[config.mk]
export PLATFORM = sky130hd
export DESIGN_NAME = polyvec_addsub_ctrl
export DESIGN_NICKNAME = d
export VERILOG_FILES = /design/src/rtl/kyber_pkg.sv /design/src/rtl/wen_counter.sv /design/src/rtl/polyvec_addsub_ctrl.sv
export SDC_FILE = /design/constraint.sdc
export NUM_CORES = 1
export LEC_CHECK = 0
export ABC_AREA = 1
export BUFFER_PORTS_ARGS = -buffer_cell sky130_fd_sc_hd__buf_4
export CORE_ASPECT_RATIO = 1.5
export CORE_MARGIN = 2
export CORE_UTILIZATION = 41
export CTS_CLUSTER_SIZE = 14
export DETAILED_ROUTE_END_ITERATION = 10
export GPL_ROUTABILITY_DRIVEN = 0
export PLACE_DENSITY_LB_ADDON = 0.2
export SLEW_MARGIN = 10
export SYNTH_ARGS = -nofsm -noshare
export SYNTH_HDL_FRONTEND = slang
export SYNTH_SLANG_ARGS = --single-unit
export TNS_END_PERCENT = 1
[constraint.sdc]
create_clock -name clk -period 3.8 [get_ports clk]
set_input_delay 0.38 -clock clk [delete_from_list [all_inputs] [get_ports clk]]
set_output_delay 0.38 -clock clk [all_outputs]
set_load 0.01 [all_outputs]
[src/rtl/kyber_pkg.sv]
// Purpose: shared Kyber constants and the add/sub sequencer state encoding.
// Latency: n/a (types, constants and a pure helper function only).
// Backpressure: n/a.
package kyber_pkg;

   localparam int COEF_W         = 12;
   localparam int COEFS_PER_WORD = 8;
   localparam int WORD_W         = COEF_W * COEFS_PER_WORD;  // 96-bit RAM word
   localparam int ADDR_W         = 8;
   localparam int WORDS_PER_POLY = 256 / COEFS_PER_WORD;     // 32 words per polynomial
   localparam int K_MAX          = 4;                        // Kyber-1024

   typedef enum logic [2:0] {
      IDLE,
      ISSUE,
      RUN,
      GAP,
      DONE
   } ctrl_state_t;

   // A vector command is legal for 1..kmax polynomials.
   function automatic logic k_is_legal(input logic [2:0] k, input int kmax);
      return (k != 3'd0) && (int'({1'b0, k}) <= kmax);
   endfunction

endpackage

[src/rtl/wen_counter.sv]
// Purpose: counts RAM write strobes of the current job; flags the strobe that completes it.
// Latency: count updates one cycle after inc; tc is combinational on the completing strobe.
// Backpressure: none; the owner clears it synchronously before each job.
module wen_counter #(
   parameter int TERM = 32
) (
   input  logic clk,
   input  logic rst,
   input  logic clr,
   input  logic inc,
   output logic tc
);

   localparam int CW = $clog2(TERM) + 1;

   logic [CW-1:0] count;

   // Strobe counter with synchronous clear; reset and clear both return to zero.
   always_ff @(posedge clk) begin
      if (rst || clr) begin
         count <= '0;
      end else if (inc) begin
         count <= count + CW'(1);
      end
   end

   // Asserted on the strobe that brings the count up to TERM.
   assign tc = inc && (count == CW'(TERM - 1));

endmodule

[src/rtl/polyvec_addsub_ctrl.sv]
// Purpose: sequences one K-polynomial add/sub command into K per-polynomial jobs on the add/sub unit.
// Latency: as_start one cycle after accept; done one cycle after the final job's last RAM write.
// Backpressure: cmd_ready only in IDLE; optional RUN watchdog enabled by macro ADDSUB_WATCHDOG_EN.
module polyvec_addsub_ctrl #(
   parameter int ADDR_W         = kyber_pkg::ADDR_W,
   parameter int WORDS_PER_POLY = kyber_pkg::WORDS_PER_POLY,
   parameter int K_MAX          = kyber_pkg::K_MAX,
`ifdef ADDSUB_WATCHDOG_EN
   parameter int WDOG_CYCLES    = 255,
`endif
   parameter int GAP_CYCLES     = 2        // must be >= 1
) (
   input  logic              clk,
   input  logic              rst,
   input  logic              cmd_valid,
   output logic              cmd_ready,
   input  logic              cmd_add,
   input  logic [2:0]        cmd_k,
   input  logic [ADDR_W-1:0] cmd_base_a,
   input  logic [ADDR_W-1:0] cmd_base_b,
   output logic              busy,
   output logic              done,
   output logic              err,
   output logic              as_start,
   output logic              as_add_flag,
   output logic [ADDR_W-1:0] as_offset_a,
   output logic [ADDR_W-1:0] as_offset_b,
   input  logic              as_wen
);

   import kyber_pkg::*;

   localparam int GW = $clog2(GAP_CYCLES + 1);

   ctrl_state_t       state, state_nx;
   logic              accept, legal;
   logic              add_q;
   logic [2:0]        k_q, j_q;
   logic [ADDR_W-1:0] off_a_q, off_b_q;
   logic [GW-1:0]     gap_q;
   logic              err_q;
   logic              cnt_clr, cnt_inc, cnt_tc;
   logic              wdog_fire;
   logic              next_job;

   assign accept   = cmd_valid && cmd_ready;
   assign legal    = k_is_legal(cmd_k, K_MAX);
   // Strobes outside RUN (including one coinciding with ISSUE) are not counted.
   assign cnt_clr  = (state == ISSUE);
   assign cnt_inc  = (state == RUN) && as_wen;
   assign next_job = (state == GAP) && (state_nx == ISSUE);

   wen_counter #(
      .TERM (WORDS_PER_POLY)
   ) u_wen_cnt (
      .clk (clk),
      .rst (rst),
      .clr (cnt_clr),
      .inc (cnt_inc),
      .tc  (cnt_tc)
   );

`ifdef ADDSUB_WATCHDOG_EN
   localparam int WW = $clog2(WDOG_CYCLES + 1);

   logic [WW-1:0] wd_q;

   // Cycles since the last strobe in RUN; reloads on every strobe and outside RUN.
   always_ff @(posedge clk) begin
      if (rst || (state != RUN) || as_wen) begin
         wd_q <= '0;
      end else begin
         wd_q <= wd_q + WW'(1);
      end
   end

   // Fires in the WDOG_CYCLES-th consecutive strobe-free RUN cycle.
   assign wdog_fire = (state == RUN) && !as_wen && (wd_q == WW'(WDOG_CYCLES - 1));
`else
   assign wdog_fire = 1'b0;
`endif

   // State register.
   always_ff @(posedge clk) begin
      if (rst) begin
         state <= IDLE;
      end else begin
         state <= state_nx;
      end
   end

   // Next-state decode.
   always_comb begin
      state_nx = state;
      case (state)
         IDLE:  if (accept && legal) state_nx = ISSUE;
         ISSUE: state_nx = RUN;
         RUN: begin
            if (cnt_tc) begin
               state_nx = (j_q == (k_q - 3'd1)) ? DONE : GAP;
            end else if (wdog_fire) begin
               state_nx = IDLE;
            end
         end
         GAP:   if (gap_q == GW'(GAP_CYCLES - 1)) state_nx = ISSUE;
         DONE:  state_nx = IDLE;
         default: state_nx = IDLE;
      endcase
   end

   // Command latch, job index, offset stepping, gap timer and illegal-command error pulse.
   always_ff @(posedge clk) begin
      if (rst) begin
         add_q   <= 1'b0;
         k_q     <= '0;
         j_q     <= '0;
         off_a_q <= '0;
         off_b_q <= '0;
         gap_q   <= '0;
         err_q   <= 1'b0;
      end else begin
         err_q <= accept && !legal;
         if (accept) begin
            add_q   <= cmd_add;
            k_q     <= cmd_k;
            j_q     <= '0;
            off_a_q <= cmd_base_a;
            off_b_q <= cmd_base_b;
         end else if (next_job) begin
            // Offsets move only here, so they are stable from ISSUE through GAP; wrap is intended.
            j_q     <= j_q + 3'd1;
            off_a_q <= off_a_q + ADDR_W'(WORDS_PER_POLY);
            off_b_q <= off_b_q + ADDR_W'(WORDS_PER_POLY);
         end
         if (state == GAP) begin
            gap_q <= gap_q + GW'(1);
         end else begin
            gap_q <= '0;
         end
      end
   end

   assign cmd_ready   = (state == IDLE);
   assign busy        = (state == ISSUE) || (state == RUN) || (state == GAP);
   assign done        = (state == DONE);
   assign as_start    = (state == ISSUE);
   assign err         = err_q || wdog_fire;
   assign as_add_flag = add_q;
   assign as_offset_a = off_a_q;
   assign as_offset_b = off_b_q;

endmodule

== After elaboration in Yosys (flattened, before gate mapping) ==
Index checks and enable logic that the tools add are counted.
Operators by class
  bitwise logic cells: 1
  equality and inequality tests: 8
  add/subtract/negate cells: 6
  muxes and demuxes: 9
  reduce and logical (&&, ||, !) cells: 16
  $lt $le $gt $ge: 1
Operator list (number)
  $mux 8: 4
  $add 8x6->8 const B: 2
  $mux 3: 4
  $pmux 3 s4: 1
  $logic_and 1x1->1: 7
  $add 6x1->6 const B: 1
  $eq 3x1->1 const B: 2
  $eq 3x2->1 const B: 2
  $eq 6x5->1 const B: 1
  $reduce_or 2->1: 2
  $add 3x1->3 const B: 1
  $eq 3x3->1: 1
  $eq 3x3->1 const B: 1
  $le 3x3->1 const B: 1
  $logic_not 3->1: 1
  $logic_or 1x1->1: 3
  $reduce_bool 3->1: 1
  $sub 3x1->3 const B: 1
  $add 2x1->2 const B: 1
  $eq 2x1->1 const B: 1
  $reduce_bool 2->1: 1
  $logic_not 1->1: 1
  $not 1->1: 1
Storage, ports and cells
  bits of input ports: 24
  register bits after elaboration: 35
  logic and storage cells: 50
  output and inout bits: 22

== Logic depth before layout (Yosys ltp) ==
Gate-level depths: netlist of the first run.
  depth in word-level cells: 9
  depth in mapped cells: 11
  depth with buffers taken out: 11

== Modules after synthesis ==
From an unflattened synthesis of the first run, not the netlist that was laid out.
Unflattened totals
  cell total of the unflattened synthesis: 211
  area total of the unflattened synthesis: 1624.1 sq um
By module, submodules not included
  polyvec_addsub_ctrl: seq. area each 580.6 sq um, area each 1341.3 sq um, instances 1, cells an instance 175
  wen_counter: seq. area each 120.1 sq um, area each 282.8 sq um, instances 1, cells an instance 36

== Worst setup path before layout of the first run ==
No wires, ideal clock.
  kind: register to register
  start point: register k_q[0]
  end point: register state[1]
  data required time: 3.730 ns
  cell stages (with the launch flop): 9
  arrival time: 1.250 ns
  clock period less this slack: 1.320 ns
  setup slack: 2.480 ns
  library setup time: 0.070 ns
  path buffers: 0
  cells stage by stage: dfxtp_1 inv_1 ha_1 or2_2 nand3_1 nor2_1 nand2_1 nand2_1 a21oi_1
On the way
  longest elaborated chain between the ends: 5
RTL lines
  start, declared: line polyvec_addsub_ctrl.sv:38  | logic [2:0] k_q, j_q;
  start signal, assigned: line polyvec_addsub_ctrl.sv:125  | k_q <= cmd_k;
  $sub 3x1->3: line polyvec_addsub_ctrl.sv:100  | state_nx = (j_q == (k_q - 3'd1)) ? DONE : GAP;
  $eq 3x3->1: line polyvec_addsub_ctrl.sv:100
  $mux 3: line polyvec_addsub_ctrl.sv:100
  $mux 3: line polyvec_addsub_ctrl.sv:99  | if (cnt_tc) begin
  $pmux 3 s4: line polyvec_addsub_ctrl.sv:95  | case (state)
  end signal, assigned: line polyvec_addsub_ctrl.sv:88  | state <= state_nx;
  end, declared: line polyvec_addsub_ctrl.sv:35  | ctrl_state_t state, state_nx;
Every way passes these cells.
A chain may end at the register's enable or synchronous reset.

== Worst setup path in the final report of the first run ==
  start point: register state[0]
  end point: output as_start
On the way
  longest elaborated chain between the ends: 1
RTL lines
  $eq 3x1->1: line polyvec_addsub_ctrl.sv:146  | assign as_start = (state == ISSUE);
  end, declared: line polyvec_addsub_ctrl.sv:24  | output logic as_start,
Every way passes these cells.

==> reports/results.ini, run 1 <==
[synth]
ys_dominant_reg_cell=sky130_fd_sc_hd__dfxtp_1
proportion_of_synthesized_chip_area_in_sequential_cells=0.434
post_synth_inst_count=215
avgSynthCellArea_um2=7.50
fraction_of_registers_with_async_set_or_reset_after_synthesis=0
synth_cell_type_count=28
netlist_area_um2=1610
synth_top_area_frac=0.434
net_count_after_synthesis=245
yosys_register_bits=35
yosysWarningCount=0
synth.most_common_cell=sky130_fd_sc_hd__nand2_1
synthTopCellsByCount=sky130_fd_sc_hd__nand2_1, sky130_fd_sc_hd__dfxtp_1, sky130_fd_sc_hd__nor2_1
synth-edff-count=0
synth_top_cells_by_area=sky130_fd_sc_hd__dfxtp_1, sky130_fd_sc_hd__nand2_1, sky130_fd_sc_hd__a21oi_1
synth_largest_area_cell=sky130_fd_sc_hd__dfxtp_1

[setup_path]
critical-path-top-delay-family=flip-flops
cp_slowest_stage_delay_ns=0.45
slowest_stage=sky130_fd_sc_hd__dfxtp_1
path_max_fanout=4
cp_data_required_time_ns=3.42
type_of_element_launching_the_critical_path=register
total_buffers_and_inverters_traversed_by_the_critical_path=2
critical_path.cell_chain=inv_1, nor3_2, buf_4
criticalPathCategory=register to primary output
worst-endpoint-arrival_ns=1.19
worst_setup_path_end_kind=primary output

[placed_design]
hpwl_mm=2.42
io_buffer_count=45

[clocking]
max-clock-path-buffers=2
worst_setup_hold_path_clk_slew_ns=0.07
htree_num_levels=2
clk-insertion-delay-late_ns=0.28
clkSinkCount=35
cts_tree=done
clk_root_buffer_cell=sky130_fd_sc_hd__clkbuf_8
number_of_clock_buffers_inserted_by_tritoncts=5
cts_hold_buf=0
post_cts_buffers=0
post_cts_resize_count=0

[timing]
hold_viol_final=0
report.final.slew_viol_count=0
tightestPinTransition_ns=0.367
sum_of_negative_setup_slack_ns=0
layout_worst_path_cycle_share=0.413
finalHoldWorstSlack_ns=0.337
rsz0062_at_grt=no
maxSlewHeadroom=0.755
finalClockSkew_ns=0.00643
finalWorstPathRequiredPeriod_ns=1.57
fmax_mhz=637
finalSetupViolations=0

[grt]
via_count_of_the_first_global_routing_pass=1318
grt_start_max_net_pins=24
grt.total_usage=0.157
grt_antenna_before_repair=0
overflow=0
grt_first_pass_wirelength_mm=5.53

[detailed_routing]
detail-route-antenna-nets=0
drt_pre_antenna_iters=4
drt_iter0_markers=33
wl_mm=3.27
route.detailed.drc=0
vias=1461
avgViaCountPerCell=4.82
route.detailed.wl_per_inst_um=10.8

[floorplanning]
die_w_um=55.2
io_pins=46
die_height_um=80.8
floorplan.die_area_um2=4460
design.core.area_um2=3720
initial_utilization=0.434
placement_rows=27

[pwr]
cellLeakagePower_nw=0.947
power.density_cell_area_nw_per_um2=399
vdd_ir_drop_max_uv=268

[final_layout]
fillerInstances=378
register_area_um2=701
final_nets=290
insertedDiodeCount=0
flow.area_growth_from_synthesis_pct=26.8
drive_above_1_share=0.250
multi_input_comb_area_um2=787

[run_status]
outcome=complete, no violations

[worst_hold_path]
worst_hold_path_type=input port to register

[flow_run]
drv_cap=0

[placed cells by master (no fill, tap or decap)]
cell type	netlist	layout
sky130_fd_sc_hd__inv_1	17	17
sky130_fd_sc_hd__nand3_4	1	1
sky130_fd_sc_hd__a31oi_1	4	4
sky130_fd_sc_hd__clkbuf_8	0	6
sky130_fd_sc_hd__o21a_1	2	2
sky130_fd_sc_hd__mux2i_1	1	1
sky130_fd_sc_hd__inv_2	3	3
sky130_fd_sc_hd__dfxtp_1	35	35
sky130_fd_sc_hd__nand2_1	56	56
sky130_fd_sc_hd__nor2_1	22	22
sky130_fd_sc_hd__buf_4	1	45
sky130_fd_sc_hd__o21ai_0	7	7
sky130_fd_sc_hd__ha_1	6	6
sky130_fd_sc_hd__nor2_2	1	1
sky130_fd_sc_hd__nor2_4	2	2
sky130_fd_sc_hd__nor3_2	1	1
sky130_fd_sc_hd__a21oi_1	18	18
sky130_fd_sc_hd__or2_2	1	1
sky130_fd_sc_hd__nor3_1	5	5
sky130_fd_sc_hd__nand4_2	1	1
sky130_fd_sc_hd__o21ai_1	4	4
sky130_fd_sc_hd__clkinv_2	0	1
sky130_fd_sc_hd__clkinv_1	1	1
sky130_fd_sc_hd__nand4_1	1	1
sky130_fd_sc_hd__xor2_1	5	5
sky130_fd_sc_hd__nand3_1	11	11
sky130_fd_sc_hd__nand2_2	3	3
[report_power, final]
part	internal, mW	total (mW)	switching (mW)
sequential	0.388	0.404	0.0161
clock	0.142	0.266	0.124
combinational	0.0682	0.145	0.0767
total	0.599	0.816	0.217
[state kept, by name (all words and copies together), names as in the netlist, 2 cells and up]
signal and flops:
as_offset_b 8, j_q 3, state 3, gap_q 2, k_q 3, u_wen_cnt.count 6
as_offset_a 8
[cell type report]
type,instances,area share
timing repair buffer,45,0.165
multi-input combinational,152,0.385
tap,43,0.0263
sequential,35,0.343
inverter,21,0.0385
clock inverter,1,0.00245
clock buffer,6,0.0404
[worst reg2reg max path, cell delays in order (launching register included)]
cell and delay, ns:
sky130_fd_sc_hd__dfxtp_1 0.36, sky130_fd_sc_hd__nor2_2 0.20, sky130_fd_sc_hd__nand3_4 0.23, sky130_fd_sc_hd__inv_2 0.37, sky130_fd_sc_hd__nand2_1 0.10, sky130_fd_sc_hd__o21a_1 0.12, sky130_fd_sc_hd__a21oi_1 0.10
[final timing paths]
check	from	to	slack, ns	cells after the start
worst max register to register	state[1]$_SDFF_PP0_	as_offset_b[5]$_SDFFE_PP0P_	2.24	6
worst max-delay path	state[0]$_SDFF_PP0_	as_start	2.23	3
worst min-delay path	cmd_k[2]	k_q[2]$_SDFFE_PP0P_	0.34	3
worst min register to register	gap_q[0]$_SDFF_PP0_	gap_q[0]$_SDFF_PP0_	0.43	1
[cell families (layout without fill, tap and decap cells)]
kind of cell | after synthesis | after routing | share of synthesized area
compound gates | 35 | 35 | 0.115
flops | 35 | 35 | 0.434
fa+ha+maj | 6 | 6 | 0.0465
xor+xnor | 5 | 5 | 0.0272
simple gates | 105 | 105 | 0.293
buf+inv | 28 | 73 | 0.0776
mux | 1 | 1 | 0.00621
[layer usage]
metal | global-route usage | part of all wire
met1 | 0.170 | 0.44
met2 | 0.274 | 0.49
met3 | 0.0494 | 0.060
met4 | 0.0805 | 0.011
met5 | 0 | 0
[metrics by stage]
step	instance area [um2]	power, mW	instances	util	setup WS [ns]
detailed placement	1960	0.559	296	0.527	2.23
finish	2050	0.816	303	0.551	2.23
global route	2050	0.862	303	0.551	2.04
CTS	2050	0.829	303	0.551	2.21
global placement	1960	0.557	296	0.527	2.29
floorplan	1610	0.501	215	-	2.48
Power figures use the tool's default switching activity.
==> inputs of run 2 (changes only) <==
- clock period: 3.8 -> 1.3 ns (I/O delays scaled with it)
==> run 2 against run 1 <==
- cell count increased by 6.6%
- via count increased by 6.6%
- utilization increased by 6.6 points
- combinational power increased to 3.6 times the previous value
- critical path type is now register to register
- critical endpoint is now j_q[2]$_SDFFE_PP0P_
==> reports/results.ini, run 2 (synthesized netlist as in run 1, its figures left out) <==
[floorplanning]
initial_utilization=0.434  ; unchanged
die_height_um=80.8  ; unchanged
io_pins=46  ; unchanged
design.core.area_um2=3720  ; unchanged
die_w_um=55.2  ; unchanged
floorplan.die_area_um2=4460  ; unchanged
placement_rows=27  ; unchanged

[grt]
grt.total_usage=0.173  ; +0.0159
grt_use_met2=0.344  ; +0.0702
grt_first_pass_wirelength_mm=6.18  ; +12%
grt-busiest-layer=met2
overflow=0  ; unchanged
grt_start_max_net_pins=17  ; -29%
grt_antenna_before_repair=0  ; unchanged
met1_usage=0.168  ; -0.00182
via_count_of_the_first_global_routing_pass=1522  ; +15%
gr-usage-met3=0.0430  ; -0.00637

[flow_run]
drv_cap=0  ; unchanged

[clocking]
clk-insertion-delay-late_ns=0.29  ; about the same
cts_tree=done
htree_num_levels=2  ; unchanged
worst_setup_hold_path_clk_slew_ns=0.07  ; about the same
max-clock-path-buffers=2  ; unchanged
cts_hold_buf=0  ; unchanged
clkSinkCount=35  ; unchanged
clk_root_buffer_cell=sky130_fd_sc_hd__clkbuf_8
number_of_clock_buffers_inserted_by_tritoncts=5  ; unchanged

[detailed_routing]
vias=1558  ; +6.6%
wl_mm=3.62  ; +11%
route.detailed.drc=0  ; unchanged
avgViaCountPerCell=4.82  ; about the same
detail-route-antenna-nets=0  ; unchanged
drt_iter0_markers=45  ; +36%
route.detailed.wl_per_inst_um=11.2  ; +4.0%
drt_pre_antenna_iters=5  ; +1

[pwr]
vdd_ir_drop_max_uv=1480  ; +450%
cellLeakagePower_nw=1.06  ; +12%
power.density_cell_area_nw_per_um2=1190  ; +200%

[final_layout]
drive_above_1_share=0.346  ; +0.0964
insertedDiodeCount=0  ; unchanged
final_cell_count_no_fill=323  ; +6.6%
most_frequent_standard_cell_in_the_layout_excluding_fill_and_tap_cells=sky130_fd_sc_hd__buf_4
commonest_non_fill_non_tap_cells_in_the_layout=sky130_fd_sc_hd__buf_4, sky130_fd_sc_hd__nand2_1, sky130_fd_sc_hd__dfxtp_1
flow.area_growth_from_synthesis_pct=42.1
final_nets=309  ; +6.6%
layout.core_utilization=0.617  ; +0.0663

[timing]
fmax_mhz=779
setup_slack_ns=0.0161  ; -2.21 ns
maxSlewHeadroom=0.818  ; +0.0633
report.final.slew_viol_count=0  ; unchanged
rsz0062_at_grt=yes
hold_viol_final=0  ; unchanged
sum_of_negative_setup_slack_ns=0  ; unchanged
finalSetupViolations=0  ; unchanged
finalWorstPathRequiredPeriod_ns=1.28
tightestPinTransition_ns=0.272  ; -0.0955 ns
finalClockSkew_ns=0.00449  ; -0.00194 ns
layout_worst_path_cycle_share=0.988

[worst_hold_path]
worst_hold_path_type=input port to register
hold_depth=3  ; unchanged
hold_path_end=k_q[0]$_SDFFE_PP0P_
timing.hold.worst.start=cmd_k[0]

[setup_path]
rr_worst_depth=7  ; +1
criticalPathCategory=register to register
r2r_setup_slack_ns=0.02  ; -2.22 ns
worst_setup_path_end_kind=register
path_max_fanout=4  ; unchanged
type_of_element_launching_the_critical_path=register
cp_data_required_time_ns=1.51  ; -1.91 ns
worst-endpoint-arrival_ns=1.49  ; +0.30 ns
crit-reg2reg-capture=j_q[2]$_SDFFE_PP0P_
critical_path.reg2reg.startpoint=state[0]$_SDFF_PP0_

[run_status]
outcome=complete, no violations

[placed_design]
hpwl_mm=2.78  ; +15%
placement.setup.worst_slack_ns=-0.0664  ; -2.30 ns
placedCellCount=311  ; +5.1%
io_buffer_count=45  ; unchanged

run 2: changes by cell type in the layout (fill, tap and decap cells not counted), sizes merged:
cell / change
bufinv: +1
buf: +19
run 2: final cells by class:
| class | count | area, um2 |
|---|---|---|
| fill | 343 | 1420 |
| multi-input combinational | 152 | 846 |
| sequential | 35 | 704 |
| timing repair buffer | 64 | 484 |
| inverter | 21 | 86.3 |
| clock buffer | 6 | 82.6 |
| tap | 43 | 53.8 |
| clock inverter | 2 | 35.0 |
run 2: report_power, final:
group          total (mW)  internal, mW  switching, mW  leakage [nW]
sequential           1.18          1.14         0.0459         0.287
combinational       0.529         0.265          0.264         0.713
clock                1.01         0.620          0.394        0.0612
run 2: critical path, cell delays in order (launching register included):
cell and delay [ns]:
sky130_fd_sc_hd__dfxtp_2 0.37, sky130_fd_sc_hd__buf_6 0.11, sky130_fd_sc_hd__buf_4 0.12, sky130_fd_sc_hd__nand4_2 0.15, sky130_fd_sc_hd__buf_4 0.19, sky130_fd_sc_hd__nor2_1 0.09, sky130_fd_sc_hd__nor2_1 0.05, sky130_fd_sc_hd__nor3_1 0.13
run 2: per-stage QoR:
step | hold slack [ns] | area, um2 | power [mW]
floorplan | 0.269 | 1620 | 1.47
global placement | 0.381 | 2080 | 1.68
detailed placement | 0.374 | 2080 | 1.69
CTS | 0.0765 | 2220 | 2.72
global route | 0.0945 | 2290 | 2.86
finish | 0.0776 | 2290 | 2.73
run 2: routing by layer:
layer  share of wire  vias up
met1            0.40      699
met3           0.042        5
li1                -      822
met5               0        -
met2            0.54       32
met4           0.016        0
run 2: worst max path at each step:
stage / cells past startpoint / start / to / slack, ns
floorplan: 8 / k_q[0]$_SDFFE_PP0P_ / state[1]$_SDFF_PP0_ / 0.008
global placement: 8 / k_q[0]$_SDFFE_PP0P_ / state[1]$_SDFF_PP0_ / -0.02
detailed placement: 8 / k_q[0]$_SDFFE_PP0P_ / state[1]$_SDFF_PP0_ / -0.07
CTS: 8 / state[0]$_SDFF_PP0_ / state[1]$_SDFF_PP0_ / 0.008
global route: 7 / u_wen_cnt.count[1]$_SDFFE_PP0N_ / state[0]$_SDFF_PP0_ / -0.07
finish: 7 / state[0]$_SDFF_PP0_ / j_q[2]$_SDFFE_PP0P_ / 0.02
run 2: what timing repair did:
action                     4_1_cts  5_1_grt
buffers inserted                 1        3
pin swaps                        2        6
gates resized for setup          8       13
setup endpoints to repair        6       28
==> inputs of run 3 (changes only) <==
- CORE_ASPECT_RATIO: 1.5 -> 0.75
==> run 3 against run 2 <==
- the run now ends with setup timing left
- wire length rose by 7.1%
- first-iteration DRC count is 47% higher
- fmax shrank 2.9%
- sequential power hardly changed
- clock power barely moved
- clock-buffer cell count unchanged
==> reports/results.ini, run 3 (synthesized netlist as in run 1, its figures left out) <==
[final_layout]
commonest_non_fill_non_tap_cells_in_the_layout=sky130_fd_sc_hd__buf_4, sky130_fd_sc_hd__nand2_1, sky130_fd_sc_hd__dfxtp_1
final_nets=309  ; unchanged
insertedDiodeCount=0  ; unchanged
final_cell_count_no_fill=332  ; +2.8%
most_frequent_standard_cell_in_the_layout_excluding_fill_and_tap_cells=sky130_fd_sc_hd__buf_4
flow.area_growth_from_synthesis_pct=46.6
drive_above_1_share=0.371  ; +0.0250

[pwr]
vdd_ir_drop_max_uv=759  ; -49%
cellLeakagePower_nw=1.08  ; +1.3%
totalPowerFinal_mw=2.74  ; +0.69%
power.density_cell_area_nw_per_um2=1160  ; -2.4%

[clocking]
cts_hold_buf=0  ; unchanged
clkSinkCount=35  ; unchanged
htree_num_levels=2  ; unchanged
clk_root_buffer_cell=sky130_fd_sc_hd__clkbuf_8
clk-insertion-delay-late_ns=0.29  ; about the same
number_of_clock_buffers_inserted_by_tritoncts=5  ; unchanged
cts_tree=done
worst_setup_hold_path_clk_slew_ns=0.07  ; about the same
max-clock-path-buffers=2  ; unchanged

[floorplanning]
floorplan.die_area_um2=4460  ; -0.12%
die_height_um=58.3  ; -28%
placement_rows=19  ; -30%
io_pins=46  ; unchanged
design.core.area_um2=3710  ; -0.20%
die_w_um=76.4  ; +38%
initial_utilization=0.435  ; +0.000879

[timing]
rsz0062_at_grt=yes
finalHoldWorstSlack_ns=0.0940  ; +0.0163 ns
finalClockSkew_ns=0.00611  ; +0.00162 ns
hold_viol_final=0  ; unchanged
maxSlewHeadroom=0.816  ; -0.00270
finalSetupViolations=2  ; +2
layout_worst_path_cycle_share=1.02  ; +0.0295
tightestPinTransition_ns=0.276  ; +0.00403 ns
fmax_mhz=756  ; -2.9%
setup_slack_ns=-0.0223  ; -0.0384 ns
sum_of_negative_setup_slack_ns=-0.0295  ; -0.0295 ns
report.final.slew_viol_count=0  ; unchanged
finalWorstPathRequiredPeriod_ns=1.32  ; +0.0384 ns

[grt]
overflow=0  ; unchanged
grt_antenna_before_repair=0  ; unchanged
grt_first_pass_wirelength_mm=6.34  ; +2.6%
grt_start_max_net_pins=17  ; unchanged
grt.total_usage=0.180  ; +0.00737
via_count_of_the_first_global_routing_pass=1456  ; -4.3%

[detailed_routing]
wl_mm=3.88  ; +7.1%
detail-route-antenna-nets=0  ; unchanged
drt_iter0_markers=66  ; +47%
route.detailed.wl_per_inst_um=11.7  ; +4.2%
vias=1568  ; +0.64%
route.detailed.drc=0  ; unchanged
drt_pre_antenna_iters=4  ; -1
avgViaCountPerCell=4.72  ; -2.1%

[setup_path]
worst-endpoint-arrival_ns=1.54  ; +0.05 ns
path_max_fanout=2  ; -2
critical_path.reg2reg.startpoint=k_q[0]$_SDFFE_PP0P_
crit-reg2reg-capture=state[1]$_SDFF_PP0_
criticalPathCategory=register to register
type_of_element_launching_the_critical_path=register
worst_setup_path_end_kind=register
r2r_setup_slack_ns=-0.02  ; -0.04 ns
cp_data_required_time_ns=1.52  ; about the same
rr_worst_depth=8  ; +1

[run_status]
outcome=complete, but fails checks
failed_checks=setup timing

[worst_hold_path]
worst_hold_path_type=input port to register
hold_path_end=as_offset_b[3]$_SDFFE_PP0P_
hold_depth=3  ; unchanged
timing.hold.worst.start=cmd_base_b[3]

[flow_run]
drv_cap=0  ; unchanged

[placed_design]
hpwl_mm=2.75  ; -1.2%
io_buffer_count=45  ; unchanged
placedCellCount=317  ; +1.9%

run 3: metal layers:
metal,track usage,share of wire
met2,0.269,0.44
met5,0,0
met4,0.0779,0.012
met3,0.0537,0.056
met1,0.245,0.50
run 3: worst max-delay path, stage by stage (launching register included):
cell	delay [ns]
sky130_fd_sc_hd__dfxtp_2	0.34
sky130_fd_sc_hd__inv_2	0.05
sky130_fd_sc_hd__ha_4	0.23
sky130_fd_sc_hd__or2_4	0.24
sky130_fd_sc_hd__nand3_2	0.07
sky130_fd_sc_hd__nor2_2	0.04
sky130_fd_sc_hd__nand2_1	0.08
sky130_fd_sc_hd__nand2_1	0.08
sky130_fd_sc_hd__a21oi_2	0.12
run 3: power by group:
| group | total [mW] | internal [mW] | switching [mW] |
|---|---|---|---|
| logic | 0.556 | 0.286 | 0.270 |
| clock network | 1.00 | 0.620 | 0.384 |
| registers | 1.18 | 1.14 | 0.0489 |
| total | 2.74 | 2.04 | 0.703 |
run 3: metrics by stage:
stage | setup WS (ns) | util | area (um2)
final | -0.0223 | 0.638 | 2360
after global routing | -0.104 | 0.638 | 2360
after CTS | 0.000267 | 0.604 | 2240
after detailed placement | -0.0603 | 0.560 | 2080
after global placement | -0.0140 | 0.560 | 2080
after floorplan | 0.00811 | - | 1620
run 3: timing repair:
action | CTS | global route
setup endpoints to repair | 7 | 26
resized for setup | 10 | 22
pin swaps | 7 | 13
setup buffers | 2 | 5
run 3: cell type report:
class | count | area (um2)
Fill cell | 344 | 1340
Multi-Input combinational cell | 152 | 867
Sequential cell | 35 | 713
Timing Repair Buffer | 64 | 520
Clock buffer | 6 | 82.6
Inverter | 21 | 81.3
Tap cell | 52 | 65.1
Clock inverter | 2 | 35.0
run 3: worst max-delay path by stage:
stage	startpoint	to	slack (ns)	cells after the start
final	k_q[0]$_SDFFE_PP0P_	state[1]$_SDFF_PP0_	-0.02	8
after global routing	state[0]$_SDFF_PP0_	u_wen_cnt.count[5]$_SDFFE_PP0N_	-0.10	9
after CTS	state[0]$_SDFF_PP0_	state[1]$_SDFF_PP0_	0.0003	8
after detailed placement	k_q[0]$_SDFFE_PP0P_	state[1]$_SDFF_PP0_	-0.06	8
after global placement	k_q[0]$_SDFFE_PP0P_	state[1]$_SDFF_PP0_	-0.01	8
after floorplan	k_q[0]$_SDFFE_PP0P_	state[1]$_SDFF_PP0_	0.008	8
